**src/rtl/conv_pe_sequencer_if.sv**
```systemverilog
// rtl/conv_pe_sequencer_if.sv - result channel of the convolution PE sequencer
// Ports: out_valid/out_ready handshake; out_psum signed result; out_row/out_col coordinates.
// master = sequencer (drives the result), slave = consumer (drives out_ready).
interface conv_pe_sequencer_if #(
    parameter int PSUM_DATA_WIDTH = 12,
    parameter int ROW_W           = 3,
    parameter int COL_W           = 3
) ();
    logic                              out_valid;
    logic                              out_ready;
    logic signed [PSUM_DATA_WIDTH-1:0] out_psum;
    logic [ROW_W-1:0]                  out_row;
    logic [COL_W-1:0]                  out_col;

    modport master (output out_valid, output out_psum, output out_row, output out_col, input out_ready);
    modport slave  (input out_valid, input out_psum, input out_row, input out_col, output out_ready);
endinterface

```
**src/rtl/conv_pe_sequencer.sv**
```systemverilog
// rtl/conv_pe_sequencer.sv - sequences a KxK binary-input convolution through one external PE
// Ports: clk/rst_n; start/busy/done frame control; w_wr_*/b_wr_* weight and bias config (IDLE only);
// ifm_rd_en/addr/data feature-map read (data one cycle after strobe); pe_* drive/return of the
// combinational PE; res (master) carries out_valid/out_ready/out_psum/out_row/out_col.
module conv_pe_sequencer #(
    parameter int DATA_WIDTH      = 8,
    parameter int PSUM_DATA_WIDTH = 12,
    parameter int KERNEL_SIZE     = 3,
    parameter int IMG_WIDTH       = 8,
    parameter int IMG_HEIGHT      = 8,
    localparam int NTAPS  = KERNEL_SIZE * KERNEL_SIZE,
    localparam int TAP_W  = (NTAPS > 1) ? $clog2(NTAPS) : 1,
    localparam int K_W    = (KERNEL_SIZE > 1) ? $clog2(KERNEL_SIZE) : 1,
    localparam int ADDR_W = $clog2(IMG_WIDTH * IMG_HEIGHT),
    localparam int ROW_W  = $clog2(IMG_HEIGHT),
    localparam int COL_W  = $clog2(IMG_WIDTH)
) (
    input  logic                              clk,
    input  logic                              rst_n,
    input  logic                              start,
    output logic                              busy,
    output logic                              done,
    input  logic                              w_wr_en,
    input  logic [TAP_W-1:0]                  w_wr_addr,
    input  logic signed [DATA_WIDTH-1:0]      w_wr_data,
    input  logic                              b_wr_en,
    input  logic signed [DATA_WIDTH-1:0]      b_wr_data,
    output logic                              ifm_rd_en,
    output logic [ADDR_W-1:0]                 ifm_rd_addr,
    input  logic                              ifm_rd_data,
    output logic signed [PSUM_DATA_WIDTH-1:0] pe_inpsum,
    output logic signed [DATA_WIDTH-1:0]      pe_weight,
    output logic signed [DATA_WIDTH-1:0]      pe_bias,
    output logic                              pe_infmap_value,
    input  logic signed [PSUM_DATA_WIDTH-1:0] pe_outpsum,
    conv_pe_sequencer_if.master               res
);
    localparam int OH = IMG_HEIGHT - KERNEL_SIZE + 1;
    localparam int OW = IMG_WIDTH - KERNEL_SIZE + 1;

    typedef enum logic [1:0] {S_IDLE, S_COMPUTE, S_LAST, S_OUT} state_e;

    state_e                              state_q, state_d;
    logic [ROW_W-1:0]                    row_q, row_d, out_row_q, out_row_d;
    logic [COL_W-1:0]                    col_q, col_d, out_col_q, out_col_d;
    logic [TAP_W-1:0]                    tap_q, tap_d;
    logic [K_W-1:0]                      ky_q, ky_d, kx_q, kx_d;
    logic signed [PSUM_DATA_WIDTH-1:0]   acc_q, acc_d, out_psum_q, out_psum_d;
    logic signed [DATA_WIDTH-1:0]        weight_q [NTAPS];
    logic signed [DATA_WIDTH-1:0]        weight_d [NTAPS];
    logic signed [DATA_WIDTH-1:0]        bias_q, bias_d;
    logic                                done_q, done_d;
    logic                                acc_en;
    logic                                last_pixel;
    logic [TAP_W-1:0]                    acc_tap;

    always_ff @(posedge clk or negedge rst_n) begin
        if (!rst_n) begin
            state_q    <= S_IDLE;
            row_q      <= '0;
            col_q      <= '0;
            tap_q      <= '0;
            ky_q       <= '0;
            kx_q       <= '0;
            acc_q      <= '0;
            out_psum_q <= '0;
            out_row_q  <= '0;
            out_col_q  <= '0;
            bias_q     <= '0;
            done_q     <= 1'b0;
            for (int i = 0; i < NTAPS; i++) weight_q[i] <= '0;
        end else begin
            state_q    <= state_d;
            row_q      <= row_d;
            col_q      <= col_d;
            tap_q      <= tap_d;
            ky_q       <= ky_d;
            kx_q       <= kx_d;
            acc_q      <= acc_d;
            out_psum_q <= out_psum_d;
            out_row_q  <= out_row_d;
            out_col_q  <= out_col_d;
            bias_q     <= bias_d;
            done_q     <= done_d;
            for (int i = 0; i < NTAPS; i++) weight_q[i] <= weight_d[i];
        end
    end

    always_comb begin
        state_d         = state_q;
        row_d           = row_q;
        col_d           = col_q;
        tap_d           = tap_q;
        ky_d            = ky_q;
        kx_d            = kx_q;
        acc_d           = acc_q;
        out_psum_d      = out_psum_q;
        out_row_d       = out_row_q;
        out_col_d       = out_col_q;
        weight_d        = weight_q;
        bias_d          = bias_q;
        done_d          = 1'b0;
        ifm_rd_en       = 1'b0;
        ifm_rd_addr     = '0;
        pe_inpsum       = '0;
        pe_weight       = '0;
        pe_bias         = '0;
        pe_infmap_value = 1'b0;

        // The PE consumes the pixel read one cycle earlier, so the tap being
        // accumulated lags the read tap by one; LAST finishes the final tap.
        acc_en     = ((state_q == S_COMPUTE) && (tap_q != '0)) || (state_q == S_LAST);
        acc_tap    = (state_q == S_LAST) ? TAP_W'(NTAPS - 1) : (tap_q - TAP_W'(1));
        last_pixel = (row_q == ROW_W'(OH - 1)) && (col_q == COL_W'(OW - 1));

        if (acc_en) begin
            pe_weight       = weight_q[acc_tap];
            pe_infmap_value = ifm_rd_data;
            // Tap 0 restarts the sum and carries the bias, so bias lands once per pixel.
            if (acc_tap == '0) pe_bias = bias_q;
            else               pe_inpsum = acc_q;
            acc_d = pe_outpsum;
        end

        case (state_q)
            S_IDLE: begin
                if (w_wr_en && (w_wr_addr < TAP_W'(NTAPS))) weight_d[w_wr_addr] = w_wr_data;
                if (b_wr_en) bias_d = b_wr_data;
                if (start) begin
                    state_d = S_COMPUTE;
                    row_d   = '0;
                    col_d   = '0;
                    tap_d   = '0;
                    ky_d    = '0;
                    kx_d    = '0;
                end
            end
            S_COMPUTE: begin
                ifm_rd_en   = 1'b1;
                ifm_rd_addr = ADDR_W'((int'(row_q) + int'(ky_q)) * IMG_WIDTH + int'(col_q) + int'(kx_q));
                if (tap_q == TAP_W'(NTAPS - 1)) begin
                    state_d = S_LAST;
                end else begin
                    tap_d = tap_q + TAP_W'(1);
                    if (kx_q == K_W'(KERNEL_SIZE - 1)) begin
                        kx_d = '0;
                        ky_d = ky_q + K_W'(1);
                    end else begin
                        kx_d = kx_q + K_W'(1);
                    end
                end
            end
            S_LAST: begin
                out_psum_d = pe_outpsum;
                out_row_d  = row_q;
                out_col_d  = col_q;
                state_d    = S_OUT;
            end
            S_OUT: begin
                if (res.out_ready) begin
                    tap_d = '0;
                    ky_d  = '0;
                    kx_d  = '0;
                    if (last_pixel) begin
                        state_d = S_IDLE;
                        done_d  = 1'b1;
                    end else begin
                        state_d = S_COMPUTE;
                        if (col_q == COL_W'(OW - 1)) begin
                            col_d = '0;
                            row_d = row_q + ROW_W'(1);
                        end else begin
                            col_d = col_q + COL_W'(1);
                        end
                    end
                end
            end
            default: state_d = S_IDLE;
        endcase
    end

    assign busy          = (state_q != S_IDLE);
    assign done          = done_q;
    assign res.out_valid = (state_q == S_OUT);
    assign res.out_psum  = out_psum_q;
    assign res.out_row   = out_row_q;
    assign res.out_col   = out_col_q;
endmodule

```
**src/flat_wrapper.sv**
```systemverilog
// flat-port wrapper written by rule: the top's interface ports become plain ports
module conv_pe_sequencer_flat 
#(
    parameter int DATA_WIDTH      = 8,
    parameter int PSUM_DATA_WIDTH = 12,
    parameter int KERNEL_SIZE     = 3,
    parameter int IMG_WIDTH       = 8,
    parameter int IMG_HEIGHT      = 8,
    localparam int NTAPS  = KERNEL_SIZE * KERNEL_SIZE,
    localparam int TAP_W  = (NTAPS > 1) ? $clog2(NTAPS) : 1,
    localparam int K_W    = (KERNEL_SIZE > 1) ? $clog2(KERNEL_SIZE) : 1,
    localparam int ADDR_W = $clog2(IMG_WIDTH * IMG_HEIGHT),
    localparam int ROW_W  = $clog2(IMG_HEIGHT),
    localparam int COL_W  = $clog2(IMG_WIDTH)
)
  (clk, rst_n, start, busy, done, w_wr_en, w_wr_addr, w_wr_data, b_wr_en, b_wr_data, ifm_rd_en, ifm_rd_addr, ifm_rd_data, pe_inpsum, pe_weight, pe_bias, pe_infmap_value, pe_outpsum, res_out_valid, res_out_psum, res_out_row, res_out_col, res_out_ready);
  conv_pe_sequencer_if #(.PSUM_DATA_WIDTH(PSUM_DATA_WIDTH), .ROW_W(3), .COL_W(3)) res_i ();
  input  logic clk;
  input  logic rst_n;
  input  logic start;
  output logic busy;
  output logic done;
  input  logic w_wr_en;
  input  logic [TAP_W-1:0] w_wr_addr;
  input  logic signed [DATA_WIDTH-1:0] w_wr_data;
  input  logic b_wr_en;
  input  logic signed [DATA_WIDTH-1:0] b_wr_data;
  output logic ifm_rd_en;
  output logic [ADDR_W-1:0] ifm_rd_addr;
  input  logic ifm_rd_data;
  output logic signed [PSUM_DATA_WIDTH-1:0] pe_inpsum;
  output logic signed [DATA_WIDTH-1:0] pe_weight;
  output logic signed [DATA_WIDTH-1:0] pe_bias;
  output logic pe_infmap_value;
  input  logic signed [PSUM_DATA_WIDTH-1:0] pe_outpsum;
  output wire logic [$bits(res_i.out_valid)-1:0] res_out_valid;
  output wire logic [$bits(res_i.out_psum)-1:0] res_out_psum;
  output wire logic [$bits(res_i.out_row)-1:0] res_out_row;
  output wire logic [$bits(res_i.out_col)-1:0] res_out_col;
  input wire logic [$bits(res_i.out_ready)-1:0] res_out_ready;
  assign res_out_valid = res_i.out_valid;
  assign res_out_psum = res_i.out_psum;
  assign res_out_row = res_i.out_row;
  assign res_out_col = res_i.out_col;
  assign res_i.out_ready = res_out_ready;
  conv_pe_sequencer #(.DATA_WIDTH(DATA_WIDTH), .PSUM_DATA_WIDTH(PSUM_DATA_WIDTH), .KERNEL_SIZE(KERNEL_SIZE), .IMG_WIDTH(IMG_WIDTH), .IMG_HEIGHT(IMG_HEIGHT)) u_core (.clk(clk), .rst_n(rst_n), .start(start), .busy(busy), .done(done), .w_wr_en(w_wr_en), .w_wr_addr(w_wr_addr), .w_wr_data(w_wr_data), .b_wr_en(b_wr_en), .b_wr_data(b_wr_data), .ifm_rd_en(ifm_rd_en), .ifm_rd_addr(ifm_rd_addr), .ifm_rd_data(ifm_rd_data), .pe_inpsum(pe_inpsum), .pe_weight(pe_weight), .pe_bias(pe_bias), .pe_infmap_value(pe_infmap_value), .pe_outpsum(pe_outpsum), .res(res_i));
endmodule
```
**config.mk**
```make
export PLATFORM = sky130hd
export DESIGN_NAME = conv_pe_sequencer_flat
export DESIGN_NICKNAME = d
export VERILOG_FILES = /design/src/rtl/conv_pe_sequencer_if.sv /design/src/rtl/conv_pe_sequencer.sv /design/src/flat_wrapper.sv
export SDC_FILE = /design/constraint.sdc
export NUM_CORES = 1
export LEC_CHECK = 0
export ABC_AREA = 0
export CAP_MARGIN = 10
export CORE_MARGIN = 2
export CORE_UTILIZATION = 58
export DETAILED_ROUTE_END_ITERATION = 7
export GPL_TIMING_DRIVEN = 0
export PLACE_DENSITY = 0.85
export SYNTH_ARGS = -nofsm -noshare
export SYNTH_HDL_FRONTEND = slang
export SYNTH_SLANG_ARGS = --single-unit
```
**constraint.sdc**
```tcl
create_clock -name clk -period 4.25 [get_ports clk]
set_clock_uncertainty 0.1 [all_clocks]
set_input_delay 0.85 -clock clk [delete_from_list [all_inputs] [get_ports clk]]
set_output_delay 0.85 -clock clk [all_outputs]
set_load 0.1 [all_outputs]
```
=== Word level (Yosys, flattened, before mapping) ===
Index checks and enable logic that the tools add are counted.

* Output and inout port bits: 57
* Word-level logic and storage cells: 112
* Bits in registers: 127

* Magnitude comparators: 4
* $add $sub $neg: 9
* Muxes and demuxes: 44
* Reduce and logical (&&, ||, !) cells: 18
* Eq/ne operators: 14
* Bitwise operators: 2

{| class="wikitable"
|+ Operators by type and width
! kind !! number
|-
| 72-bit bitwise mux || 1
|-
| 8-bit 2-to-1 mux || 6
|-
| 8-bit binary-select mux with 4-bit select || 1
|-
| 8-bit demux with 4-bit select || 1
|-
| 12-bit 2-to-1 mux || 2
|-
| 3-bit 2-to-1 mux || 7
|-
| 2-bit 2-to-1 mux || 9
|-
| 4-bit 2-to-1 mux || 4
|-
| 2-bit one-hot mux with 3 select lines || 2
|-
| 3-bit one-hot mux with 2 select lines || 2
|-
| 4-bit one-hot mux with 3 select lines || 1
|-
| 5-bit greater-or-equal comparator, second input constant || 2
|-
| 2-bit != test, second input constant || 5
|-
| 4-bit NOT with 5-bit output || 2
|-
| 5-bit AND reduction || 2
|-
| 2-bit one-hot mux with 4 select lines || 1
|-
| 4-bit AND reduction || 2
|-
| 3-bit by 1-bit adder with 3-bit output, second input constant || 2
|-
| 6-bit by 3-bit adder with 6-bit output || 1
|-
| 6-bit by 4-bit adder with 6-bit output || 1
|-
| 2-bit equality test, second input constant || 3
|-
| 3-bit equality test, second input constant || 2
|-
| 1-bit 2-to-1 mux || 6
|-
| 6-bit 2-to-1 mux || 1
|-
| 18 further kinds || 25
|}

=== Longest topological paths before layout ===
* Word-level depth: 7
* Mapped depth: 9
* Mapped depth without buffers: 7

=== Worst setup path after synthesis ===
Ideal clock, no wire load.

* Path type: reg2out
* Start point: reg u_core.state_q[1]
* End point: out pe_weight[3]
* Path buffers: 1
* Arrival time: 4104 ps
* Path slack: -804 ps
* Data required time: 3300 ps
* Stages on the path, launching flop included: 6
* Path through: dfrtp_1 > inv_1 > ha_1 > a21oi_4 > buf_4 > a211oi_1

* Word-level cells in the longest chain between the ends: 7
* Elaborated cells on any way between the ends: 10
* Those cells by class: eq/ne (2); mux (5); bitwise (1); reduce/logical (2)

{| class="wikitable"
|+ Ends and longest elaborated chain
! what !! RTL line !! source
|-
| start, declared || conv_pe_sequencer.sv:43 || <nowiki>state_e state_q, state_d;</nowiki>
|-
| start signal, assigned || conv_pe_sequencer.sv:73 || <nowiki>state_q <= state_d;</nowiki>
|-
| 2-bit equality test || conv_pe_sequencer.sv:112, conv_pe_sequencer.sv:113 ||
|-
| 4-bit 2-to-1 mux || conv_pe_sequencer.sv:113 || <nowiki>acc_tap = (state_q == S_LAST) ? TAP_W'(NTAPS - 1) : (tap_q - TAP_W'(1));</nowiki>
|-
| 4-bit NOT with 5-bit output (implied by the code) || conv_pe_sequencer.sv:117 || <nowiki>pe_weight = weight_q[acc_tap];</nowiki>
|-
| 8-bit binary-select mux with 4-bit select || conv_pe_sequencer.sv:117 ||
|-
| 8-bit 2-to-1 mux (implied by the code) (2 in a row) || conv_pe_sequencer.sv:117 ||
|-
| 8-bit 2-to-1 mux * || conv_pe_sequencer.sv:116 || <nowiki>if (acc_en) begin</nowiki>
|-
| end, declared || flat_wrapper.sv:32 || <nowiki>output logic signed [DATA_WIDTH-1:0] pe_weight;</nowiki>
|}

Every way passes the cells marked *; elsewhere a longest branch is shown, timed or not. The select of a mux whose other input is x is not followed.

=== Worst setup path in the final report ===
* Start point: reg u_core.tap_q[0]
* End point: out pe_weight[3]

* Word-level cells in the longest chain between the ends: 7
* Elaborated cells on any way between the ends: 10
* Those cells by class: add/sub (1); mux (5); bitwise (1); reduce/logical (3)

{| class="wikitable"
|+ Ends and longest elaborated chain
! what !! RTL line !! source
|-
| start, declared || conv_pe_sequencer.sv:46 || <nowiki>logic [TAP_W-1:0] tap_q, tap_d;</nowiki>
|-
| start signal, assigned || conv_pe_sequencer.sv:76 || <nowiki>tap_q <= tap_d;</nowiki>
|-
| 4-bit by 1-bit subtractor with 4-bit output || conv_pe_sequencer.sv:113 ||
|-
| 4-bit 2-to-1 mux || conv_pe_sequencer.sv:113 ||
|-
| 4-bit NOT with 5-bit output (implied by the code) || conv_pe_sequencer.sv:117 ||
|-
| 8-bit binary-select mux with 4-bit select || conv_pe_sequencer.sv:117 ||
|-
| 8-bit 2-to-1 mux (implied by the code) (2 in a row) || conv_pe_sequencer.sv:117 ||
|-
| 8-bit 2-to-1 mux * || conv_pe_sequencer.sv:116 ||
|}

Marks and branches as above.

==> results by group <==
Yosys
  – Primary FF master, synth: dfrtp_1
  – Cell count after synthesis: 469
  – Post-synthesis sequential area ratio: 0.512
  – Post-Syn Area per Cell: 13.2 sq um
  – Post-synth cell types: 62
  – Post-Synth XOR/XNOR Area: 0.00968
  – YS warnings: 0
  – Simple-gate share of the synthesized area: 0.0958
  – Yosys reg bits: 127
  – Post-synthesis mux area share: 0.232
  – Largest family of logic cells by synthesized area: multiplexers
  – Number of synthesized flops with an enable pin: 0
  – Synth Area in Adders: 0.0307
  – Synthesized cell area: 0.00620 sq mm
  – Post-synthesis compound-gate area fraction: 0.0914
  – Syn_nets: 522
  – Async set or reset register ratio after synthesis: 1.00

Critical path
  – Worst r2r src: u_core.state_q[0]
  – Max stage delay cell, worst path: buf_2
  – Critical path fanouts, max: 10
  – Critical path class: reg -> out
  – Delay of the slowest critical-path stage: 0.47 ns
  – Critical path, cell by cell: buf_6 -> clkinv_2 -> ha_1 -> xnor2_4 -> buf_4 -> a221oi_1 -> a211oi_1 -> a21oi_1 -> a211oi_2 -> buf_2
  – Critical path endpoint category: primary output
  – Worst path bufs/invs: 4
  – Worst Path Required: 3.30 ns
  – Reg2Reg Setup Slack: 1.70 ns
  – Top delay family on crit path: buffers and inverters
  – Worst Path Arrival: 3.19 ns
  – Startpoint types: flop
  – R2R cell count: 6
  – FF-to-FF End: u_core.weight_q[59]

Clock tree
  – H-tree depth: 4
  – Worst-skew pair later-pin latency: 0.51 ns
  – Root buf cell: clkbuf_8
  – Worst-path clk slew: 0.06 ns
  – TritonCTS buffer count: 17
  – Sink Count: 127
  – CTS tree: yes
  – Maximum buffer depth of the clock tree: 2

Timing
  – Hold Fails Final Rpt: 0
  – Fmax: 241 MHz
  – Least-Margin Pin Slew: 1.01 ns
  – RSZ-0062 raised after global routing: yes
  – Final worst path period share: 0.974
  – Min Tclk post-route: 4.14 ns
  – Endpoints failing setup: 0
  – Sum of negative setup slack: 0 ns
  – Setup ws final: 0.109 ns
  – Slew HR: 0.328
  – Max-slew violation count: 0

Floorplan
  – Ports: 96
  – Die extent in x: 107 um
  – Die Ht: 107 um
  – Row cnt: 37
  – Core Region: 0.0104 sq mm
  – Die area: 0.0115 sq mm
  – Initial Util: 0.598

Finish
  – Commonest cells after routing, fill and taps aside: 127 x dfrtp_1, 103 x mux2_2, 62 x clkdlybuf4s50_1
  – Layout Cells excl Fill: 733
  – Commonest non-fill, non-tap cell in the layout: dfrtp_1
  – Nets@finish: 637
  – Area growth syn-to-layout: 28.5%
  – Layout cells sized above 1: 0.358
  – Ant. Diodes: 0
  – Final Util: 0.768

GRT
  – GRT overflow: 0
  – Pin count of the biggest net entering global routing: 72
  – Initial antenna violation count: 0
  – Vias in the first global route: 4636
  – Total GRT Usage: 0.275
  – First-pass GRT wire length: 24300 um

Place
  – Buffers on Ports: 93
  – Worst slack at placement: -0.598 ns
  – Post-DP HPWL: 9880 um
  – Routability congestion estimate: 0.812
  – Placed cells: 699

Drt
  – Total wire length: 15000 um
  – Vias per std cell: 5.97
  – Drt pass-1 iters: 4
  – WL met1: 6050 um
  – Routed len/inst: 20.4 um
  – DRT antenna net count: 0
  – Top layer in use: met4
  – DR WL met2: 7590 um
  – Metal3 WL: 1010 um
  – Initial detailed-routing violation count: 246
  – Routed vias: 4376
  – Post-route DRC: 0

Worst hold path
  – Hold Path Class: in -> async

Outcome
  – Status: completed

Job
  – Maxcap violations: 0
## synth_stat cells (all sizes together), types with 8 or more instances
| master | count | area share |
|---|---|---|
| a221oi | 8 | 0.011 |
| mux4 | 8 | 0.029 |
| buf | 15 | 0.017 |
| mux2 | 112 | 0.20 |
| nand3 | 8 | 0.0065 |
| dfrtp | 127 | 0.51 |
| ha | 12 | 0.024 |
| and2 | 23 | 0.023 |
| a21oi | 21 | 0.019 |
| nand2 | 15 | 0.0091 |
| o21ai | 9 | 0.0073 |
| nor2 | 15 | 0.011 |
| a211oi | 15 | 0.018 |
| inv | 11 | 0.0067 |
## how the worst max path moves through the flow
stage | start | to | depth (start not counted)
detailed placement | u_core.tap_q[0] | pe_weight[1] | 10
global route | u_core.tap_q[0] | pe_weight[1] | 10
CTS | u_core.tap_q[0] | pe_inpsum[0] | 8
finish | u_core.tap_q[0] | pe_weight[3] | 10
floorplan | u_core.state_q[1] | pe_weight[0] | 5
global placement | rst_n | u_core.weight_q[24] | 1
## flip-flops by register name (all words and copies together) (netlist names)
register and count:
u_core.weight_q 72, u_core.done 1, u_core.res.out_row 3, u_core.res.out_psum 12, u_core.kx_q 2, u_core.row_q 3, u_core.tap_q 4, u_core.acc_q 12
u_core.ky_q 2, u_core.state_q 2, u_core.bias_q 8, u_core.col_q 3, u_core.res.out_col 3
## cell type report
type / instances / area, sq um
Buffer: 20 / 130
Clock buffer: 20 / 445
Clock inverter: 12 / 183
Fill cell: 633 / 2400
Inverter: 12 / 46.3
Multi-Input combinational cell: 310 / 2890
Sequential cell: 127 / 3180
Tap cell: 136 / 170
Timing Repair Buffer: 96 / 930
## repair_timing
item	CTS	global route
setup endpoints to repair	29	19
setup buffers	0	2
gates resized for setup	91	38
pin swaps	0	1
hold buffers	0	0
## routing by layer
metal / up-vias / global-route usage
li1: 1967 / -
met4: 0 / 0.0925
met1: 2208 / 0.351
met5: - / 0
met3: 30 / 0.0690
met2: 171 / 0.463
## worst reg2reg max path, delay by kind of cell (launching register included)
family / cells / cell delay [ns]
simple gates: 3 / 0.91
mux: 1 / 0.46
fa+ha+maj: 1 / 0.41
buf+inv: 1 / 0.16
flops: 1 / 0.41
## per-stage QoR
step	hold WS, ns	cell area, sq um
after floorplan	0.356	6210
after global placement	0.365	7310
after detailed placement	0.381	7340
after CTS	0.209	7940
after global routing	0.229	7970
final	0.190	7970
## cell families after synthesis
kind of cell	after synthesis
compound gates	79
flops	127
buf+inv	32
simple gates	91
xor+xnor	6
fa+ha+maj	14
mux	120
Power is left out: the tool's default activity adds up to more than one toggle a clock period on the data nets, which glitch-free logic cannot reach.
